### src/rtl/renas_ahb_peri_slave_if.sv
// AHB-lite bus bundle between the matrix peripheral port and renas_ahb_peri_slave.
// master : drives the address/control, write data and bus-level hready; sees the response.
// slave  : samples the address/control, write data and hready; returns
//          hrdata/hreadyout/hresp.
interface renas_ahb_peri_slave_if #(
  parameter int ADDR_W = 12
);
  logic              hsel;
  logic [ADDR_W-1:0] haddr;
  logic [1:0]        htrans;
  logic              hwrite;
  logic [2:0]        hsize;
  logic [31:0]       hwdata;
  logic              hready;
  logic [31:0]       hrdata;
  logic              hreadyout;
  logic              hresp;

  modport master (
    output hsel, haddr, htrans, hwrite, hsize, hwdata, hready,
    input  hrdata, hreadyout, hresp
  );

  modport slave (
    input  hsel, haddr, htrans, hwrite, hsize, hwdata, hready,
    output hrdata, hreadyout, hresp
  );
endinterface

### src/rtl/renas_ahb_peri_slave.sv
// AHB-lite responder for the peripheral slave port of the AHB matrix.
// Decodes transfers into NUM_REGS 32-bit registers. Every OKAY data phase gets
// WAIT_STATES wait cycles. Illegal transfers get a two-cycle ERROR response.
// The register bank is exported flat to the peripheral logic.
// Ports:
//   hclk_i    bus clock
//   hreset_i  asynchronous, active-high reset
//   bus       AHB-lite slave modport (hsel/haddr/htrans/hwrite/hsize/hwdata/hready in,
//             hrdata/hreadyout/hresp out)
//   regs_o    register k at [32k+31:32k]
module renas_ahb_peri_slave #(
  parameter int NUM_REGS    = 16,
  parameter int WAIT_STATES = 1,
  parameter int ADDR_W      = 12
) (
  input  logic                     hclk_i,
  input  logic                     hreset_i,
  renas_ahb_peri_slave_if.slave    bus,
  output logic [NUM_REGS*32-1:0]   regs_o
);

  localparam logic [1:0] ST_IDLE = 2'd0;
  localparam logic [1:0] ST_WAIT = 2'd1;
  localparam logic [1:0] ST_ERR1 = 2'd2;
  localparam logic [1:0] ST_ERR2 = 2'd3;

  localparam int              IDX_W   = (NUM_REGS > 1) ? $clog2(NUM_REGS) : 1;
  localparam logic [ADDR_W:0] WIN_END = (ADDR_W + 1)'(NUM_REGS * 4);
  localparam logic [3:0]      WS_LOAD = 4'(WAIT_STATES - 1);

  logic [1:0]       state_q, state_d;
  logic [3:0]       cnt_q, cnt_d;
  logic             pend_vld_q, pend_vld_d;
  logic             pend_write_q, pend_write_d;
  logic [1:0]       pend_size_q, pend_size_d;
  logic [1:0]       pend_lo_q, pend_lo_d;
  logic [IDX_W-1:0] pend_idx_q, pend_idx_d;
  logic [31:0]      hrdata_q, hrdata_d;
  logic [31:0]      regs_q [NUM_REGS];
  logic [31:0]      regs_d [NUM_REGS];

  logic             ready;
  logic             accept;
  logic             acc_err;
  logic [IDX_W-1:0] acc_idx;
  logic             commit;
  logic             unused_ok;

  // Merge write data into the old word on the byte lanes picked by size and addr[1:0].
  function automatic logic [31:0] merge_lanes(input logic [31:0] old_w,
                                              input logic [31:0] wdata,
                                              input logic [1:0]  size,
                                              input logic [1:0]  lo);
    logic [3:0]  be;
    logic [31:0] res;
    case (size)
      2'd0:    be = 4'b0001 << lo;
      2'd1:    be = lo[1] ? 4'b1100 : 4'b0011;
      default: be = 4'b1111;
    endcase
    res = old_w;
    for (int b = 0; b < 4; b++) begin
      if (be[b]) res[8*b +: 8] = wdata[8*b +: 8];
    end
    return res;
  endfunction

  // The slave drives hreadyout high only in IDLE and ERR2.
  // Those are the only cycles in which a new address phase may be taken.
  assign ready   = (state_q == ST_IDLE) || (state_q == ST_ERR2);
  assign accept  = bus.hsel & bus.hready & bus.htrans[1] & ready;
  assign acc_idx = bus.haddr[IDX_W+1:2];
  assign acc_err = ({1'b0, bus.haddr} >= WIN_END) ||
                   (bus.hsize > 3'd2) ||
                   ((bus.hsize == 3'd1) && bus.haddr[0]) ||
                   ((bus.hsize == 3'd2) && (bus.haddr[1:0] != 2'b00));

  // A pending write commits at the edge that ends its final (IDLE) data cycle.
  assign commit    = (state_q == ST_IDLE) && pend_vld_q && pend_write_q;
  assign unused_ok = bus.htrans[0];

  always_comb begin
    state_d      = state_q;
    cnt_d        = cnt_q;
    pend_vld_d   = pend_vld_q;
    pend_write_d = pend_write_q;
    pend_size_d  = pend_size_q;
    pend_lo_d    = pend_lo_q;
    pend_idx_d   = pend_idx_q;
    hrdata_d     = hrdata_q;
    regs_d       = regs_q;

    if (commit) begin
      regs_d[pend_idx_q] = merge_lanes(regs_q[pend_idx_q], bus.hwdata, pend_size_q, pend_lo_q);
    end

    // hrdata reads from regs_d, so a read that starts on the commit edge sees the merged value.
    case (state_q)
      ST_IDLE, ST_ERR2: begin
        state_d    = ST_IDLE;
        pend_vld_d = 1'b0;
        if (accept) begin
          if (acc_err) begin
            state_d = ST_ERR1;
          end else begin
            pend_vld_d   = 1'b1;
            pend_write_d = bus.hwrite;
            pend_size_d  = bus.hsize[1:0];
            pend_lo_d    = bus.haddr[1:0];
            pend_idx_d   = acc_idx;
            if (WAIT_STATES > 0) begin
              state_d = ST_WAIT;
              cnt_d   = WS_LOAD;
            end else if (!bus.hwrite) begin
              hrdata_d = regs_d[acc_idx];
            end
          end
        end
      end
      ST_WAIT: begin
        if (cnt_q == 4'd0) begin
          state_d = ST_IDLE;
          if (!pend_write_q) hrdata_d = regs_d[pend_idx_q];
        end else begin
          cnt_d = cnt_q - 4'd1;
        end
      end
      default: state_d = ST_ERR2;
    endcase
  end

  always_ff @(posedge hclk_i or posedge hreset_i) begin
    if (hreset_i) begin
      state_q      <= ST_IDLE;
      cnt_q        <= 4'd0;
      pend_vld_q   <= 1'b0;
      pend_write_q <= 1'b0;
      pend_size_q  <= 2'd0;
      pend_lo_q    <= 2'd0;
      pend_idx_q   <= '0;
      hrdata_q     <= 32'd0;
      for (int k = 0; k < NUM_REGS; k++) regs_q[k] <= 32'd0;
    end else begin
      state_q      <= state_d;
      cnt_q        <= cnt_d;
      pend_vld_q   <= pend_vld_d;
      pend_write_q <= pend_write_d;
      pend_size_q  <= pend_size_d;
      pend_lo_q    <= pend_lo_d;
      pend_idx_q   <= pend_idx_d;
      hrdata_q     <= hrdata_d;
      for (int k = 0; k < NUM_REGS; k++) regs_q[k] <= regs_d[k];
    end
  end

  assign bus.hrdata    = hrdata_q;
  assign bus.hreadyout = ready;
  assign bus.hresp     = (state_q == ST_ERR1) || (state_q == ST_ERR2);

  always_comb begin
    regs_o = '0;
    for (int k = 0; k < NUM_REGS; k++) regs_o[32*k +: 32] = regs_q[k];
  end

endmodule

### src/flat_wrapper.sv
// flat-port wrapper written by rule: the top's interface ports become plain ports
module renas_ahb_peri_slave_flat 
#(
  parameter int NUM_REGS    = 16,
  parameter int WAIT_STATES = 1,
  parameter int ADDR_W      = 12
)
  (hclk_i, hreset_i, regs_o, bus_hsel, bus_haddr, bus_htrans, bus_hwrite, bus_hsize, bus_hwdata, bus_hready, bus_hrdata, bus_hreadyout, bus_hresp);
  renas_ahb_peri_slave_if #(.ADDR_W(ADDR_W)) bus_i ();
  input  logic hclk_i;
  input  logic hreset_i;
  output logic [NUM_REGS*32-1:0] regs_o;
  input wire logic [$bits(bus_i.hsel)-1:0] bus_hsel;
  input wire logic [$bits(bus_i.haddr)-1:0] bus_haddr;
  input wire logic [$bits(bus_i.htrans)-1:0] bus_htrans;
  input wire logic [$bits(bus_i.hwrite)-1:0] bus_hwrite;
  input wire logic [$bits(bus_i.hsize)-1:0] bus_hsize;
  input wire logic [$bits(bus_i.hwdata)-1:0] bus_hwdata;
  input wire logic [$bits(bus_i.hready)-1:0] bus_hready;
  output wire logic [$bits(bus_i.hrdata)-1:0] bus_hrdata;
  output wire logic [$bits(bus_i.hreadyout)-1:0] bus_hreadyout;
  output wire logic [$bits(bus_i.hresp)-1:0] bus_hresp;
  assign bus_i.hsel = bus_hsel;
  assign bus_i.haddr = bus_haddr;
  assign bus_i.htrans = bus_htrans;
  assign bus_i.hwrite = bus_hwrite;
  assign bus_i.hsize = bus_hsize;
  assign bus_i.hwdata = bus_hwdata;
  assign bus_i.hready = bus_hready;
  assign bus_hrdata = bus_i.hrdata;
  assign bus_hreadyout = bus_i.hreadyout;
  assign bus_hresp = bus_i.hresp;
  renas_ahb_peri_slave #(.NUM_REGS(NUM_REGS), .WAIT_STATES(WAIT_STATES), .ADDR_W(ADDR_W)) u_core (.hclk_i(hclk_i), .hreset_i(hreset_i), .bus(bus_i), .regs_o(regs_o));
endmodule
### config.mk
export PLATFORM = sky130hd
export DESIGN_NAME = renas_ahb_peri_slave_flat
export DESIGN_NICKNAME = d
export VERILOG_FILES = /design/src/rtl/renas_ahb_peri_slave_if.sv /design/src/rtl/renas_ahb_peri_slave.sv /design/src/flat_wrapper.sv
export SDC_FILE = /design/constraint.sdc
export NUM_CORES = 2
export LEC_CHECK = 0
export CORE_AREA = 4 4 309 311
export CTS_CLUSTER_SIZE = 20
export DETAILED_ROUTE_END_ITERATION = 10
export DIE_AREA = 0 0 313 315
export DONT_BUFFER_PORTS = 1
export GPL_TIMING_DRIVEN = 0
export HOLD_SLACK_MARGIN = 0.02
export PLACE_DENSITY = 0.52
export SYNTH_ARGS = -nofsm -noshare
export SYNTH_HDL_FRONTEND = slang
export SYNTH_SLANG_ARGS = --single-unit
### constraint.sdc
create_clock -name hclk_i -period 26.3 [get_ports hclk_i]
set_input_delay 3.945 -clock hclk_i [delete_from_list [all_inputs] [get_ports hclk_i]]
set_output_delay 3.945 -clock hclk_i [all_outputs]
set_load 0.01 [all_outputs]
==> results.toml <==
[layout]
layout.nets = 2314
seqCellArea_um2 = 14010
final_common_cell = "dfrtp_1"
drive_above_1_share = 0.3138
area_delta_synth_final_pct = 14.55
fillCellCount = 9167
final_cell_mix = "dfrtp_1 (560), nand2_1 (364), mux2_2 (280)"
multi_input_area_um2 = 12600
final_util = 0.3407

[synthesis]
netlist_instances = 2176
ys_seq_area_frac = 0.5078
synth_top_cell_area_share = 0.5078
synth_edf_count = 0
synth_area_leaders = "dfrtp_1 (51%), mux4_2 (16%), mux2_2 (11%), nand2_1 (5.0%), o21ai_0 (3.6%)"
syn_nets = 2236
synth.distinct_cells = 64
ys_ff_latch = 560
synth_top_area_cell = "dfrtp_1"
async_flop_share = 1.000
syn_area_um2 = 27600
synth.avg_cell_area_um2 = 12.68
synth_top_flop_cell = "dfrtp_1"
yosys_warnings = 0

[timing]
tns_ns = 0
finalSetupViolCount = 0
worst_slew_pin_slew_ns = 1.510
maxSlewHeadroom = -0.006764
layout_setup_ws_ns = 20.69
report.final.hold_viol_count = 0
slew_violations = 9
rsz0062_at_grt = "false"
post-route-min-period_ns = 5.606
skew_ns = 0.02980
finalCritPeriodShare = 0.2132
fmax_ghz = 0.1784

[run_status]
violations = "max-capacitance violations, max-slew violations"
status = "finished with violations"

[clock_network]
cts_sinks = 560
cts_made_buffers = 68
cts_root_buf = "clkbuf_16"
postCtsResizedCells = 0
clock_path_buffers = 3
hold_buffers = 0
cts-htree-levels = 3
cts_setup_buffers = 0
cts_tree = "yes"
clkLatencyLatePin_ns = 0.64
clk_pin_slew_ns = 0.06

[routing]
dr.pass1.iters = 5
drc = 0
drtIter0Drc = 2279
vias = 21630
wl_um = 146900
vias_per_cell = 6.063
ant_nets = 0
wire_per_inst_um = 41.18

[global_routing]
antenna_found_initial = 12
grt_start_max_net_pins = 125
grt_first_pass_wirelength_um = 195500
gr-usage-all-layers = 0.2894
grt_pass1_vias = 21460
grt_overflow = 0

[pwr]
swShare = 0.2676
p_int_mw = 1.503
seq_power_share = 0.452
clkPwrFrac = 0.469
pwr_density_cell_nw_per_um2 = 64.94
irDropWorstVdd_mv = 0.04190
p_leak_nw = 13.64
p_comb_frac = 0.079
p_sw_mw = 0.5492

[placement]
place_ws_ns = 20.49
hpwl_um = 110300
io_buffers = 0
place_congestion = 0.9017

[floorplan]
ios = 600
die_x_um = 313
placementRows = 112
die_h_um = 315
die-area_um2 = 98600
core_area_um2 = 92770
initial_core_util = 0.2975

[hold_path]
hold_path_class = "reg -> reg"

[setup_path]
cp.required_ns = 22.35
worstPathArrival_ns = 1.66
cp-end-kind = "primary output"
crit_path_start_kind = "register"
cp_max_fo = 6
path_class = "reg -> out"

[flow_run]
max_cap_viol_count = 1
==> power by group through the flow <==
stage / registers, mW / clock network (mW) / logic [mW]
6_report: 0.927 / 0.963 / 0.163
5_1_grt: 0.929 / 1.01 / 0.175
4_1_cts: 0.928 / 0.972 / 0.162
3_5_place_dp: 0.943 / 0 / 0.162
3_3_place_gp: 0.944 / 0 / 0.154
2_1_floorplan: 0.923 / 0 / 0.108
==> cells by family (layout without fill, tap and decap cells) <==
group,count (synthesis),in the layout,share of synthesized area
flip-flops,560,560,0.5078
AND/OR/NAND/NOR,521,521,0.07889
multiplexers,504,504,0.2852
AO/OA/AOI/OAI,410,410,0.08987
buffers and inverters,175,306,0.03555
adder cells (fa/ha/maj),6,6,0.002720
other,0,6,0
==> critical path, stage by stage (launching register included) <==
cell and delay (ns):
dfrtp_1 0.38, inv_1 0.09, ha_1 0.39, inv_1 0.16
==> layer usage <==
layer	routed length, um	global-route usage	share of wire	up-vias
li1	-	-	-	8222
met1	50350	0.3177	0.34	11500
met3	20710	0.1565	0.14	368
met5	55	0	0.00037	-
met2	68810	0.4634	0.47	1532
met4	6968	0.1302	0.047	8
==> state kept, by name (all words and copies together), names as in the netlist, 2 cells and up <==
register            cells
u_core.bus.hrdata      32
u_core.pend_lo_q        2
u_core.regs_o         512
u_core.pend_size_q      2
u_core.state_q          2
u_core.pend_idx_q       4
u_core.cnt_q            4
==> final cells by class <==
| cell class | count | area share |
|---|---|---|
| diodes | 6 | 0.0004750 |
| clock inverters | 27 | 0.008233 |
| multi-input cells | 1441 | 0.3987 |
| flip-flops and latches | 560 | 0.4433 |
| plain buffers | 165 | 0.02988 |
| clock buffers | 96 | 0.06329 |
| well taps | 1254 | 0.04964 |
| repair buffers | 8 | 0.005027 |
| inverters | 10 | 0.001425 |
==> worst paths after layout <==
kind,slack (ns),endpoint,from,cells past startpoint
min in group asynchronous,3.28,u_core.regs_o[222]$_DFF_PP0_,hreset_i,1
max,20.69,bus_hreadyout,u_core.state_q[0]$_DFFE_PP0P_,3
max in group asynchronous,21.30,u_core.regs_o[145]$_DFF_PP0_,hreset_i,3
max reg2reg,22.02,u_core.regs_o[443]$_DFF_PP0_,u_core.pend_idx_q[0]$_DFFE_PP0P_,9
min reg2reg,0.54,u_core.pend_vld_q$_DFFE_PP0N_,u_core.pend_vld_q$_DFFE_PP0N_,1
min,0.54,u_core.pend_vld_q$_DFFE_PP0N_,u_core.pend_vld_q$_DFFE_PP0N_,1
==> stage by stage <==
step	instance area (um2)	hold WS [ns]	std cells	power, mW
final	31610	0.5423	3567	2.053
after global routing	31600	0.5654	3562	2.114
after CTS	31580	0.5343	3560	2.062
after detailed placement	29320	0.5205	3437	1.105
after global placement	29160	0.5146	3430	1.098
after floorplan	27600	0.4967	2176	1.031
==> cells in the mapped netlist, drive strengths merged, types with 3 or more instances <==
| master | number |
|---|---|
| nor2b | 7 |
| nand2b | 7 |
| nand3 | 15 |
| a21oi | 45 |
| clkbuf | 67 |
| a31oi | 18 |
| dfrtp | 560 |
| nand4 | 3 |
| and2 | 5 |
| nand3b | 7 |
| a2bb2oi | 6 |
| or2 | 3 |
| a222oi | 4 |
| o211ai | 3 |
| o22ai | 19 |
| nor3 | 11 |
| buf | 98 |
| nor2 | 90 |
| mux2i | 25 |
| mux4 | 195 |
| inv | 10 |
| o311ai | 3 |
| ha | 6 |
| o21ai | 260 |
| nand2 | 364 |
| a211o | 6 |
| a211oi | 13 |
| a41o | 16 |
| mux2 | 284 |
| nor4 | 3 |
No activity file was read; power rests on OpenSTA's default activity.
